[src/rtl/counter_cmd_sequencer_pkg.sv]
// Shared types for the counter command sequencer: op codes and FSM states.
package counter_seq_pkg;

    localparam int unsigned OP_W = 3;

    typedef enum logic [OP_W-1:0] {
        OP_LOAD      = 3'd0,
        OP_STEP_UP   = 3'd1,
        OP_STEP_DOWN = 3'd2,
        OP_RUN_MAX   = 3'd3,
        OP_RUN_ZERO  = 3'd4
    } op_e;

    typedef enum logic [1:0] {
        IDLE,
        LOAD,
        STEP,
        RUN
    } state_e;

endpackage

[src/rtl/counter_cmd_sequencer_if.sv]
// Command handshake bus between an issuer (master) and the sequencer (slave).
interface counter_cmd_sequencer_if #(parameter int unsigned WIDTH = 4);
    import counter_seq_pkg::*;

    logic              cmd_valid;
    logic              cmd_ready;
    logic [OP_W-1:0]   cmd_op;
    logic [WIDTH-1:0]  cmd_arg;

    modport master (output cmd_valid, output cmd_op, output cmd_arg, input cmd_ready);
    modport slave  (input cmd_valid, input cmd_op, input cmd_arg, output cmd_ready);
endinterface

[src/rtl/counter_cmd_sequencer.sv]
// Turns op+argument commands into cycle-by-cycle load/step/run control of an
// up/down loadable counter, pulsing done on normal completion and err on bad ops.
module counter_cmd_sequencer
    import counter_seq_pkg::*;
#(
    parameter int unsigned WIDTH = 4
) (
    input  logic                     clk,
    input  logic                     rst,
    counter_cmd_sequencer_if.slave   cmd,
    input  logic                     abort,
    input  logic                     max_count,
    input  logic                     zero,
    output logic                     load_n,
    output logic                     up_down,
    output logic                     ce,
    output logic [WIDTH-1:0]         data_load,
    output logic                     busy,
    output logic                     done,
    output logic                     err
);

    state_e           state_q, state_d;
    logic [WIDTH-1:0] step_q, step_d;
    logic [WIDTH-1:0] dl_q, dl_d;
    logic             up_q, up_d;
    logic             done_q, done_d;
    logic             err_q, err_d;
    logic             accept;
    logic             limit;

    assign cmd.cmd_ready = (state_q == IDLE);
    assign accept        = cmd.cmd_valid && cmd.cmd_ready;
    // RUN direction is remembered in up_q, so it also selects which flag ends the run.
    assign limit         = up_q ? max_count : zero;

    always_ff @(posedge clk or posedge rst) begin
        if (rst) begin
            state_q <= IDLE;
            step_q  <= '0;
            dl_q    <= '0;
            up_q    <= 1'b1;
            done_q  <= 1'b0;
            err_q   <= 1'b0;
        end else begin
            state_q <= state_d;
            step_q  <= step_d;
            dl_q    <= dl_d;
            up_q    <= up_d;
            done_q  <= done_d;
            err_q   <= err_d;
        end
    end

    always_comb begin
        state_d = state_q;
        step_d  = step_q;
        dl_d    = dl_q;
        up_d    = up_q;
        done_d  = 1'b0;
        err_d   = 1'b0;
        load_n  = 1'b1;
        ce      = 1'b0;

        case (state_q)
            IDLE: begin
                if (accept) begin
                    case (cmd.cmd_op)
                        OP_LOAD: begin
                            dl_d    = cmd.cmd_arg;
                            state_d = LOAD;
                        end
                        OP_STEP_UP, OP_STEP_DOWN: begin
                            up_d   = (cmd.cmd_op == OP_STEP_UP);
                            step_d = cmd.cmd_arg;
                            // A zero-length step completes straight from IDLE.
                            if (cmd.cmd_arg == '0) done_d  = 1'b1;
                            else                   state_d = STEP;
                        end
                        OP_RUN_MAX: begin
                            up_d    = 1'b1;
                            state_d = RUN;
                        end
                        OP_RUN_ZERO: begin
                            up_d    = 1'b0;
                            state_d = RUN;
                        end
                        default: err_d = 1'b1;
                    endcase
                end
            end
            LOAD: begin
                load_n  = abort;
                done_d  = ~abort;
                state_d = IDLE;
            end
            STEP: begin
                ce = ~abort;
                if (abort) begin
                    state_d = IDLE;
                end else begin
                    step_d = step_q - 1'b1;
                    if (step_q == WIDTH'(1)) begin
                        done_d  = 1'b1;
                        state_d = IDLE;
                    end
                end
            end
            RUN: begin
                ce = ~limit & ~abort;
                if (abort) begin
                    state_d = IDLE;
                end else if (limit) begin
                    done_d  = 1'b1;
                    state_d = IDLE;
                end
            end
            default: state_d = IDLE;
        endcase
    end

    assign up_down   = up_q;
    assign data_load = dl_q;
    assign busy      = ~cmd.cmd_ready;
    assign done      = done_q;
    assign err       = err_q;

endmodule

[src/flat_wrapper.sv]
// flat-port wrapper written by rule: the top's interface ports become plain ports
module counter_cmd_sequencer_flat import counter_seq_pkg::*;
#(
    parameter int unsigned WIDTH = 4
)
  (clk, rst, abort, max_count, zero, load_n, up_down, ce, data_load, busy, done, err, cmd_cmd_valid, cmd_cmd_op, cmd_cmd_arg, cmd_cmd_ready);
  counter_cmd_sequencer_if #(.WIDTH(WIDTH)) cmd_i ();
  input  logic clk;
  input  logic rst;
  input  logic abort;
  input  logic max_count;
  input  logic zero;
  output logic load_n;
  output logic up_down;
  output logic ce;
  output logic [WIDTH-1:0] data_load;
  output logic busy;
  output logic done;
  output logic err;
  input wire logic [$bits(cmd_i.cmd_valid)-1:0] cmd_cmd_valid;
  input wire logic [$bits(cmd_i.cmd_op)-1:0] cmd_cmd_op;
  input wire logic [$bits(cmd_i.cmd_arg)-1:0] cmd_cmd_arg;
  output wire logic [$bits(cmd_i.cmd_ready)-1:0] cmd_cmd_ready;
  assign cmd_i.cmd_valid = cmd_cmd_valid;
  assign cmd_i.cmd_op = cmd_cmd_op;
  assign cmd_i.cmd_arg = cmd_cmd_arg;
  assign cmd_cmd_ready = cmd_i.cmd_ready;
  counter_cmd_sequencer #(.WIDTH(WIDTH)) u_core (.clk(clk), .rst(rst), .cmd(cmd_i), .abort(abort), .max_count(max_count), .zero(zero), .load_n(load_n), .up_down(up_down), .ce(ce), .data_load(data_load), .busy(busy), .done(done), .err(err));
endmodule
[config.mk]
export PLATFORM = sky130hd
export DESIGN_NAME = counter_cmd_sequencer_flat
export DESIGN_NICKNAME = d
export VERILOG_FILES = /design/src/rtl/counter_cmd_sequencer_pkg.sv /design/src/rtl/counter_cmd_sequencer_if.sv /design/src/rtl/counter_cmd_sequencer.sv /design/src/flat_wrapper.sv
export SDC_FILE = /design/constraint.sdc
export NUM_CORES = 1
export LEC_CHECK = 0
export CORE_MARGIN = 2
export CORE_UTILIZATION = 55
export DETAILED_ROUTE_END_ITERATION = 6
export DONT_BUFFER_PORTS = 1
export MAX_ROUTING_LAYER = met4
export PLACE_DENSITY = 0.67
export SLEW_MARGIN = 20
export SYNTH_ARGS = -nofsm -noshare
export SYNTH_HDL_FRONTEND = slang
export SYNTH_SLANG_ARGS = --single-unit
[constraint.sdc]
create_clock -name clk -period 4.2 [get_ports clk]
set_clock_uncertainty 0.2 [all_clocks]
set_input_delay 0.42 -clock clk [delete_from_list [all_inputs] [get_ports clk]]
set_output_delay 0.42 -clock clk [all_outputs]
set_load 0.02 [all_outputs]
==> results.sh <==
export IMPL_synth_top_area_share=0.3834
export IMPL_async_reset_ff_frac=1.000
export IMPL_insertedDiodeCount=0
export IMPL_grt_overflow=0
export IMPL_ys_ff_latch=13
export IMPL_synthTopCellsByArea="dfrtp_1 38%, mux2_2 5.8%, dfstp_2 3.4%"
export IMPL_die_area_sq_um=1742
export IMPL_slew_viol_final=0
export IMPL_syn_nets=90
export IMPL_status="finished, final reports clean"
export IMPL_drt_iter0_drc=17
export IMPL_drc_errors=0
export IMPL_routabilityCongestion=0.7654
export IMPL_synth_common_cells="12 x dfrtp_1, 7 x inv_1, 4 x mux2_2, 4 x nand2_1, 4 x nor2_1"
export IMPL_finalSetupViolCount=0
export IMPL_cts_num_sinks=13
export IMPL_clk_path_buf_depth=2
export IMPL_drtAntennaViolNets=0
export IMPL_comb_power_share=0.288
export IMPL_synth_edff_count=0
export IMPL_drt_pass1_iter_count=4
export IMPL_power_switching_uw=172.2
export IMPL_synthFlopType="dfrtp_1"
export IMPL_syn_area_sq_um=783.3
export IMPL_place_inst=90
export IMPL_holdCritPathClass="in -> reg"
export IMPL_io_buffers=0
export IMPL_period_share=0.5139
export IMPL_path_delay_family="simple AND/OR/NAND/NOR gates"
export IMPL_cts_tree="yes"
export IMPL_power_uw=442.6
export IMPL_period_needed_ps=2159
export IMPL_vdd_ir_drop_max_mv=0.2459
export IMPL_clockRootBuffer="clkbuf_4"
export IMPL_internal_power_uw=270.4
export IMPL_nets=97
export IMPL_worstPathArrival_ps=1540
export IMPL_routed_wl_mm=1.559
export IMPL_drive_above_1_share=0.1481
export IMPL_power_density_nw_per_um2=521.8
export IMPL_hold_violations=0
export IMPL_worstMarginPinSlew_ps=506.1
export IMPL_yosys_area_top_type="dfrtp_1"
export IMPL_required_ps=3580
export IMPL_worstSetupPathType="reg -> out"
export IMPL_cap_violations=0
export IMPL_instances_no_fill=96
export IMPL_swShare=0.3890
export IMPL_cp_start_kind="flop"
export IMPL_area_delta_synth_final_pct=8.307
export IMPL_clkPwrFrac=0.180
export IMPL_grt_max_degree=14
export IMPL_tns_ps=0
export IMPL_synth_seq_area_share=0.4169
export IMPL_crit_buf_inv=0
export IMPL_cts_resized_gates=0
export IMPL_ios=24
export IMPL_core_sq_um=1318
export IMPL_row_count=13
export IMPL_grt_pass1_wl_mm=2.677
export IMPL_slew_headroom=0.6622
export IMPL_end_kind="output pin"
export IMPL_synth_most_common_cell="dfrtp_1"
export IMPL_critPathMaxStageDelay_ps=510
export IMPL_cp_slowest_cell="dfrtp_1"
export IMPL_syn_avg_cell_area_sq_um=10.44
export IMPL_pwr_share_seq=0.531
export IMPL_rsz0062_at_grt="no"
export IMPL_vias=614
export IMPL_antenna_found_initial=0
export IMPL_clk_pin_slew_ps=80
export IMPL_critPathMaxFanout=9
export IMPL_clock_latency_ps=280
export IMPL_yosysWarnings=0
export IMPL_track_usage=0.2073
export IMPL_cts_buffers_inserted=3
export IMPL_fmax_mhz=463.3
export IMPL_wl_per_cell_microns=16.24
export IMPL_vias_per_cell=6.396
export IMPL_synthCells=75
export IMPL_die_h_microns=41.74
export IMPL_ys_types=36
export IMPL_chipWidth_microns=41.74
export IMPL_start_util=0.5945
export IMPL_leakage_nw=0.3934
export IMPL_grt_pass1_vias=597
export IMPL_crit_chain="nor2b_1, nand2_1, nand2_1"
export IMPL_hpwlAfterDp_mm=1.156
export IMPL_cts_max_level=1
export IMPL_crit_top_cell="nand2_1"
## worst paths after layout
kind                       cells after the start                 to  slack, ps              start
setup / recovery                               3                 ce       2040  u_core.state_q[1]
hold / removal                                 2   u_core.step_q[1]         80     cmd_cmd_arg[1]
setup reg to reg                               3   u_core.step_q[3]       2450  u_core.state_q[1]
hold reg to reg                                1     u_core.up_down        370     u_core.up_down
max in group asynchronous                      2     u_core.up_down       3050                rst
min in group asynchronous                      2  u_core.state_q[1]        400                rst
## power groups by stage
| stage | sequential [mW] | clock, mW | combinational, mW |
|---|---|---|---|
| floorplan | 0.225 | 0 | 0.110 |
| global placement | 0.236 | 0 | 0.126 |
| detailed placement | 0.238 | 0 | 0.126 |
| CTS | 0.236 | 0.0821 | 0.129 |
| global route | 0.243 | 0.0886 | 0.143 |
| finish | 0.235 | 0.0799 | 0.128 |
## kinds of logic after synthesis
| family | count (synthesis) | synth area share |
|---|---|---|
| flops | 13 | 0.4169 |
| fa+ha+maj | 2 | 0.03194 |
| xor+xnor | 2 | 0.02237 |
| simple gates | 29 | 0.2524 |
| buf+inv | 7 | 0.03355 |
| mux | 5 | 0.07028 |
| compound gates | 17 | 0.1725 |
## worst reg2reg max path, cell delays in order (launching register included)
cell,delay (ps)
dfrtp_1,480
nor4b_4,480
a22oi_1,190
a221oi_2,310
## through the flow
step	hold slack (ps)	instance area (sq um)	setup WS [ps]	utilization
6_report	76.00	848.3	2042	0.6439
5_1_grt	69.29	848.3	1921	0.6439
4_1_cts	75.42	848.3	2045	0.6439
3_5_place_dp	175.9	802.0	2369	0.6087
3_3_place_gp	163.1	802.0	2396	0.6087
2_1_floorplan	96.24	783.3	2466	-
## what timing repair did
| action | in CTS | in global routing |
|---|---|---|
| setup buffers | 0 | 0 |
| hold buffers | 2 | 0 |
| setup endpoints to repair | 0 | 0 |
| endpoints found under the hold margin | 13 | 0 |
## registers in the layout, indices dropped and copies added (netlist names)
name and cells:
u_core.done 1, u_core.data_load 4, u_core.up_down 1, u_core.step_q 4
u_core.state_q 2, u_core.err 1
## cell type report
cell class,instances,area (sq um)
Tap cell,15,18.77
Inverter,7,26.28
Multi-Input combinational cell,55,430.4
Clock buffer,4,26.28
Fill cell,104,469.2
Timing Repair Buffer,2,20.02
Sequential cell,13,326.6
## metal layers
| layer | global-route usage | wire length, microns | vias up |
|---|---|---|---|
| met5 | - | 0 | - |
| met4 | 0.09677 | 23 | 0 |
| met3 | 0.07826 | 129 | 4 |
| met2 | 0.2781 | 687 | 28 |
| met1 | 0.2742 | 719 | 291 |
| li1 | - | - | 291 |
## cell usage in the layout (no fill, tap or decap), types with 2 or more instances in the layout
master,synthesis,final
dlygate4sd3_1,0,2
mux2_2,4,4
nor3b_1,3,3
nand2_1,4,4
inv_1,7,7
and3b_1,3,3
o21ai_0,2,2
nor2_1,4,4
a221oi_1,2,2
dfrtp_1,12,12
ha_1,2,2
xor2_1,2,2
clkbuf_4,0,3
nor2b_1,3,3
a21oi_1,3,3
nor4_1,2,2
Note: power is estimated with default switching activity, not from simulation.
